## src/rtl/secure_level_ctrl.sv

```systemverilog
// Keyed, drain-acknowledged security-level controller for NUM_CH channels.
// Optional until-reset lock is built when SECURE_LEVEL_CTRL_LOCK_EN is defined.
module secure_level_ctrl #(
  parameter int unsigned NUM_CH     = 2,
  parameter int unsigned LVL_W      = 2,
  parameter int unsigned RST_LVL    = 0,
  parameter logic [31:0] KEY        = 32'h5EC0_0A5A,
  parameter int unsigned ARM_WINDOW = 16,
  parameter int unsigned TIMEOUT    = 64
) (
  input  logic                      clk_i,
  input  logic                      rst_ni,
  input  logic                      req_i,
  input  logic                      we_i,
  input  logic [3:0]                be_i,
  input  logic [31:0]               addr_i,
  input  logic [31:0]               wdata_i,
  output logic                      rvalid_o,
  output logic [31:0]               rdata_o,
  output logic [NUM_CH*LVL_W-1:0]   sec_lvl_o,
  output logic [NUM_CH-1:0]         drain_req_o,
  input  logic [NUM_CH-1:0]         drain_ack_i,
  output logic                      change_o
);

  localparam int unsigned CH_W    = (NUM_CH > 1) ? $clog2(NUM_CH) : 1;
  localparam int unsigned CNT_MAX = (ARM_WINDOW > TIMEOUT) ? ARM_WINDOW : TIMEOUT;
  localparam int unsigned CNT_W   = $clog2(CNT_MAX + 1);
  localparam int unsigned LV_W    = NUM_CH * LVL_W;
  localparam int unsigned E_NOKEY = 0;
  localparam int unsigned E_KEY   = 1;
  localparam int unsigned E_BUSY  = 2;
  localparam int unsigned E_ARG   = 3;
  localparam int unsigned E_TMO   = 4;
  localparam int unsigned E_LOCK  = 5;

  typedef enum logic [1:0] {IDLE, ARMED, DRAIN, COMMIT} state_t;

  state_t            state_q, state_d;
  logic [CNT_W-1:0]  cnt_q, cnt_d;
  logic [CH_W-1:0]   ch_q, ch_d;
  logic [LVL_W-1:0]  tgt_q, tgt_d;
  logic [5:0]        err_q, err_set, err_clr;
  logic [LV_W-1:0]   lvl_q;
  logic [NUM_CH-1:0] drain_d;
  logic [31:0]       status, rd_mux;
  logic              locked, lock_eff;
  logic              unused_addr;

  // Bus decode: only word index addr_i[4:2] matters
  logic [2:0] idx;
  logic       wr, key_wr, key_ok, ctrl_wr, stat_wr, ch_valid;
  assign idx      = addr_i[4:2];
  assign wr       = req_i && we_i;
  assign key_wr   = wr && (idx == 3'd2);
  assign key_ok   = key_wr && (be_i == 4'hF) && (wdata_i == KEY);
  assign ctrl_wr  = wr && (idx == 3'd1) && be_i[0];
  assign stat_wr  = wr && (idx == 3'd3) && be_i[0];
  assign ch_valid = wdata_i[15:8] < 8'(NUM_CH);
  assign err_clr  = stat_wr ? wdata_i[13:8] : 6'd0;
  assign unused_addr = ^{addr_i[31:5], addr_i[1:0]};

`ifdef SECURE_LEVEL_CTRL_LOCK_EN
  logic locked_q;
  logic lock_wr;
  assign lock_wr  = wr && (idx == 3'd4) && be_i[0] && wdata_i[0];
  assign locked   = locked_q;
  assign lock_eff = locked_q || lock_wr;

  // Lock is sticky until reset
  always_ff @(posedge clk_i or negedge rst_ni) begin
    if (!rst_ni)      locked_q <= 1'b0;
    else if (lock_wr) locked_q <= 1'b1;
  end
`else
  assign locked   = 1'b0;
  assign lock_eff = 1'b0;
`endif

  // Next-state logic and error detection
  always_comb begin
    state_d = state_q;
    cnt_d   = cnt_q;
    ch_d    = ch_q;
    tgt_d   = tgt_q;
    err_set = '0;
    if (ctrl_wr && lock_eff) err_set[E_LOCK] = 1'b1;
    unique case (state_q)
      IDLE: begin
        if (key_wr && !key_ok) begin
          err_set[E_KEY] = 1'b1;
        end else if (key_ok && !lock_eff) begin
          state_d = ARMED;
          cnt_d   = CNT_W'(ARM_WINDOW);
        end
        if (ctrl_wr && !lock_eff) err_set[E_NOKEY] = 1'b1;
      end
      ARMED: begin
        if (key_wr && !key_ok) begin
          err_set[E_KEY] = 1'b1;
          state_d        = IDLE;
        end else if (lock_eff) begin
          state_d = IDLE;
        end else if (key_ok) begin
          cnt_d = CNT_W'(ARM_WINDOW);
        end else if (ctrl_wr) begin
          if (ch_valid) begin
            ch_d    = CH_W'(wdata_i[15:8]);
            tgt_d   = wdata_i[LVL_W-1:0];
            cnt_d   = CNT_W'(TIMEOUT);
            state_d = DRAIN;
          end else begin
            err_set[E_ARG] = 1'b1;
            state_d        = IDLE;
          end
        end else if (cnt_q == '0) begin
          state_d = IDLE;
        end else begin
          cnt_d = cnt_q - CNT_W'(1);
        end
      end
      DRAIN: begin
        if (key_wr || (ctrl_wr && !lock_eff)) err_set[E_BUSY] = 1'b1;
        if (drain_ack_i[ch_q]) begin
          state_d = COMMIT;
        end else if (cnt_q == '0) begin
          err_set[E_TMO] = 1'b1;
          state_d        = IDLE;
        end else begin
          cnt_d = cnt_q - CNT_W'(1);
        end
      end
      COMMIT: begin
        if (key_wr || (ctrl_wr && !lock_eff)) err_set[E_BUSY] = 1'b1;
        state_d = IDLE;
      end
      default: state_d = IDLE;
    endcase
  end

  // Drain request targets only the latched channel while draining
  always_comb begin
    drain_d = '0;
    for (int c = 0; c < NUM_CH; c++) begin
      drain_d[c] = (state_d == DRAIN) && (ch_d == CH_W'(c));
    end
  end

  assign status = {18'd0, err_q, 5'd0, locked, (state_q == ARMED),
                   (state_q == DRAIN) || (state_q == COMMIT)};

  always_comb begin
    rd_mux = '0;
    case (idx)
      3'd0:    rd_mux = 32'(lvl_q);
      3'd3:    rd_mux = status;
      default: rd_mux = '0;
    endcase
  end

  always_ff @(posedge clk_i or negedge rst_ni) begin
    if (!rst_ni) begin
      state_q     <= IDLE;
      cnt_q       <= '0;
      ch_q        <= '0;
      tgt_q       <= '0;
      err_q       <= '0;
      lvl_q       <= {NUM_CH{LVL_W'(RST_LVL)}};
      drain_req_o <= '0;
      change_o    <= 1'b0;
      rvalid_o    <= 1'b0;
      rdata_o     <= '0;
    end else begin
      state_q     <= state_d;
      cnt_q       <= cnt_d;
      ch_q        <= ch_d;
      tgt_q       <= tgt_d;
      err_q       <= (err_q & ~err_clr) | err_set;
      drain_req_o <= drain_d;
      change_o    <= (state_d == COMMIT);
      rvalid_o    <= req_i;
      rdata_o     <= (req_i && !we_i) ? rd_mux : 32'd0;
      // Level is written on entry to COMMIT so it is visible with change_o
      if (state_d == COMMIT) begin
        for (int c = 0; c < NUM_CH; c++) begin
          if (ch_d == CH_W'(c)) lvl_q[c*LVL_W +: LVL_W] <= tgt_d;
        end
      end
    end
  end

  assign sec_lvl_o = lvl_q;

endmodule

```

## config.mk

```make
export PLATFORM = sky130hd
export DESIGN_NAME = secure_level_ctrl
export DESIGN_NICKNAME = d
export VERILOG_FILES = /design/src/rtl/secure_level_ctrl.sv
export SDC_FILE = /design/constraint.sdc
export NUM_CORES = 1
export LEC_CHECK = 0
export CAP_MARGIN = 5
export CORE_ASPECT_RATIO = 0.6
export CORE_MARGIN = 2
export CORE_UTILIZATION = 39
export CTS_BUF_LIST = sky130_fd_sc_hd__clkbuf_4 sky130_fd_sc_hd__clkbuf_8 sky130_fd_sc_hd__clkbuf_16
export DETAILED_ROUTE_END_ITERATION = 10
export PLACE_DENSITY = 0.81
export SYNTH_ARGS = -nofsm -noshare
export SYNTH_HDL_FRONTEND = slang
export SYNTH_SLANG_ARGS = --single-unit
```

## constraint.sdc

```tcl
create_clock -name clk_i -period 3 [get_ports clk_i]
set_input_delay 0.75 -clock clk_i [delete_from_list [all_inputs] [get_ports clk_i]]
set_output_delay 0.75 -clock clk_i [all_outputs]
set_load 0.1 [all_outputs]
```

==> flow_metrics.py <==
metrics = {
    "status": {
        "status": "complete, but fails checks",
        "violations": "setup timing",
    },
    "floorplanning": {
        "start_util": 0.403,
        "die-width_um": 97.3,
        "die_h_um": 60.0,
        "rows": 20,
        "core-area_um2": 5050,
        "die-area_um2": 5840,
        "io_pins": 114,
    },
    "yosys": {
        "yosysWarnings": 0,
        "ys_async_sr_fraction": 1.00,
        "synth.area.top_cells": "dfrtp_1 (44%), buf_4 (8.1%), mux2_2 (5.0%)",
        "synthTopCellsByCount": "dfrtp_1 (36), buf_4 (22), nand2_1 (20)",
        "muxShareOfSynthArea": 0.0497,
        "yosysSeqAreaShare": 0.442,
        "synth_top_family_by_area": "simple AND/OR/NAND/NOR gates",
        "yosysTopAreaCellShare": 0.442,
        "avgSynthCellArea_um2": 9.94,
        "synth_fa_ha_area_frac": 0.0307,
        "synth_top_flop_cell": "dfrtp_1",
        "synth-edff-count": 0,
        "synth_seq_cells": 36,
        "synth_cell_types": 52,
        "synth_simple_gate_area_frac": 0.246,
        "synth.most_common_cell": "dfrtp_1",
        "yosys.area.top_type": "dfrtp_1",
        "synthCells": 205,
        "syn-cell-area_um2": 2040,
        "synth_compound_area_frac": 0.127,
        "synth-xor-area-share": 0,
    },
    "cells_and_area": {
        "final_cells": 369,
        "antennaDiodeCount": 0,
        "drive_above_1_share": 0.290,
        "register_area_um2": 901,
        "final_nets": 381,
        "areaGrowthSynthToFinish_pct": 48.9,
        "multi_input_area_um2": 1080,
        "fin_area_um2": 3030,
        "fillers": 435,
    },
    "sta": {
        "finalCriticalPeriod_ns": 3.01,
        "post-route-period-util": 1.00,
        "fmax_ghz": 0.333,
        "hold-worst-slack_ns": 0.490,
        "final_hold_viol_count": 0,
        "setup_viol": 1,
        "slew_viol_final": 0,
        "clock_skew_ns": 0.00709,
        "rsz0062_at_grt": "yes",
        "setup_ws_ns": -0.00556,
        "finalSetupTns_ns": -0.00556,
    },
    "placement": {
        "port_buffers": 62,
        "placed_cells_incl_taps": 358,
        "gp_congestion": 0.865,
        "dpl_cell_area_um2": 2820,
        "hpwl_um": 4250,
    },
    "detailed_routing": {
        "avgRoutedWirePerCell_um": 15.2,
        "vias_per_cell": 5.05,
        "finalWirelength_um": 5610,
        "drt-pass1-iter-count": 4,
        "postRouteAntennaNets": 0,
        "vias": 1865,
        "drc": 0,
        "drtIter0Drc": 107,
    },
    "pwr": {
        "power.leakage_nw": 1.49,
        "ir_drop_uv": 464,
        "power.density_nw_per_um2": 597,
        "finalPower_mw": 1.81,
    },
    "clocking": {
        "clk_latency_ns": 0.29,
        "numCtsBuffers": 5,
        "path_clk_slew_ns": 0.08,
        "cts.sinks": 36,
        "cts_root_buffer": "clkbuf_8",
        "cts_max_path_buffers": 2,
        "cts_tree": "built",
        "cts_hold_buf": 0,
        "ctsHtreeMaxLevel": 2,
    },
    "critical_path": {
        "critPathCaptureType": "flop",
        "cpMaxStageDelayCell": "or4_4",
        "cpPeakStageDelay_ns": 0.54,
        "r2r-end": "sec_lvl_o[0]",
        "cp_top_family": "simple AND/OR/NAND/NOR gates",
        "reg2reg_from": "cnt_q[0]",
        "worstPathRequired_ns": 3.18,
        "worst-endpoint-arrival_ns": 3.18,
        "worst_setup_path_start_kind": "primary input",
        "r2r_cells": 9,
        "worst-path-max-fanout": 4,
        "rrSetupSlack_ns": 0.21,
        "crit_buf_inv": 4,
        "crit_type": "in2reg",
        "path_depth": 11,
        "path_cells": "buf_6, or4_4, buf_6, nor4_4, buf_4, nand4_1, buf_4, mux2_4, o311ai_4, nand3b_1, mux2_4",
    },
    "grt": {
        "grt_pass1_vias": 1892,
        "grt_max_degree": 37,
        "track_usage": 0.201,
        "grt_pass1_wl_um": 9050,
        "antenna_found_initial": 0,
        "grt.overflow.total": 0,
    },
    "hold_path": {
        "hold_path_class": "reg2reg",
        "min_path_cells": 2,
        "min-delay-start": "err_q[2]",
        "hold-path-endpoint": "err_q[2]",
    },
    "run": {
        "max_cap_violations": 0,
    },
}
[tightest hold or removal path, cell delays in order (launching register included)]
cell and delay [ns]:
dfrtp_1 0.34, nand2_1 0.06, nand2_1 0.06
[placed cells by master, fill, tap and decap left out, types with 2 or more instances in the layout]
master,count
or3_4,2
mux2_4,2
or4_4,3
dlygate4sd2_1,3
o31ai_1,3
buf_4,49
a32o_1,2
nand2b_1,3
o21ai_2,2
mux2_2,7
inv_1,9
o21ai_0,6
clkdlybuf4s50_1,33
ha_1,5
a21oi_1,8
nand2_1,20
dfrtp_1,36
nand4b_1,2
nor4_4,2
buf_6,3
or3b_2,2
nor2_1,7
nor3b_1,4
nand4bb_1,2
and3_1,4
clkbuf_8,5
nand3_1,4
and2_1,7
nand3b_1,3
dlymetal6s2s_1,4
o21ai_1,4
conb_1,22
nor3_1,6
[layout make-up]
class | instances | share of cell area
Clock buffer | 5 | 0.0227
Clock inverter | 3 | 0.0140
Inverter | 9 | 0.0111
Multi-Input combinational cell | 156 | 0.357
Sequential cell | 36 | 0.297
Tap cell | 66 | 0.0272
Timing Repair Buffer | 94 | 0.271
[routing by layer]
| layer | vias up | wire (um) | track usage |
|---|---|---|---|
| met5 | - | 0 | 0 |
| met4 | 0 | 22 | 0.0516 |
| met3 | 2 | 459 | 0.0620 |
| met2 | 79 | 2560 | 0.318 |
| met1 | 896 | 2570 | 0.274 |
| li1 | 888 | - | - |
[what timing repair did]
item,CTS,global route
cloned,0,0
pin swaps,12,8
setup buffers,3,0
endpoints found under the hold margin,0,0
endpoints found under the setup margin,13,9
resized for setup,26,14
[power by group]
part	switching, mW	internal [mW]	total (mW)
Sequential	0.0461	0.539	0.586
Clock	0.172	0.246	0.418
Combinational	0.506	0.302	0.808
Total	0.724	1.09	1.81
[flip-flops by register name, indices dropped and copies added, names as in the netlist, 2 cells and up]
register,cells
err_q,6
drain_req_o,2
cnt_q,7
sec_lvl_o,4
rdata_o,10
tgt_q,2
state_q,2
[kinds of logic after synthesis]
| kind of cell | count (synthesis) |
|---|---|
| mux | 9 |
| compound gates | 38 |
| simple gates | 82 |
| other cells | 1 |
| fa+ha+maj | 5 |
| buf+inv | 34 |
| flops | 36 |
[worst max-delay path by stage]
| stage | from | endpoint | slack, ns |
|---|---|---|---|
| 2_1_floorplan | wdata_i[13] | cnt_q[3] | -0.06 |
| 3_3_place_gp | wdata_i[13] | sec_lvl_o[2] | -0.58 |
| 3_5_place_dp | wdata_i[13] | sec_lvl_o[0] | -0.62 |
| 4_1_cts | wdata_i[15] | cnt_q[3] | -0.07 |
| 5_1_grt | wdata_i[15] | sec_lvl_o[1] | -0.09 |
| 6_report | wdata_i[15] | sec_lvl_o[1] | -0.006 |
[stage by stage]
| step | setup slack [ns] | util |
|---|---|---|
| 2_1_floorplan | -0.0608 | - |
| 3_3_place_gp | -0.583 | 0.557 |
| 3_5_place_dp | -0.620 | 0.557 |
| 4_1_cts | -0.0741 | 0.590 |
| 5_1_grt | -0.0857 | 0.600 |
| 6_report | -0.00556 | 0.600 |
Note: power is estimated with default switching activity, not from simulation.
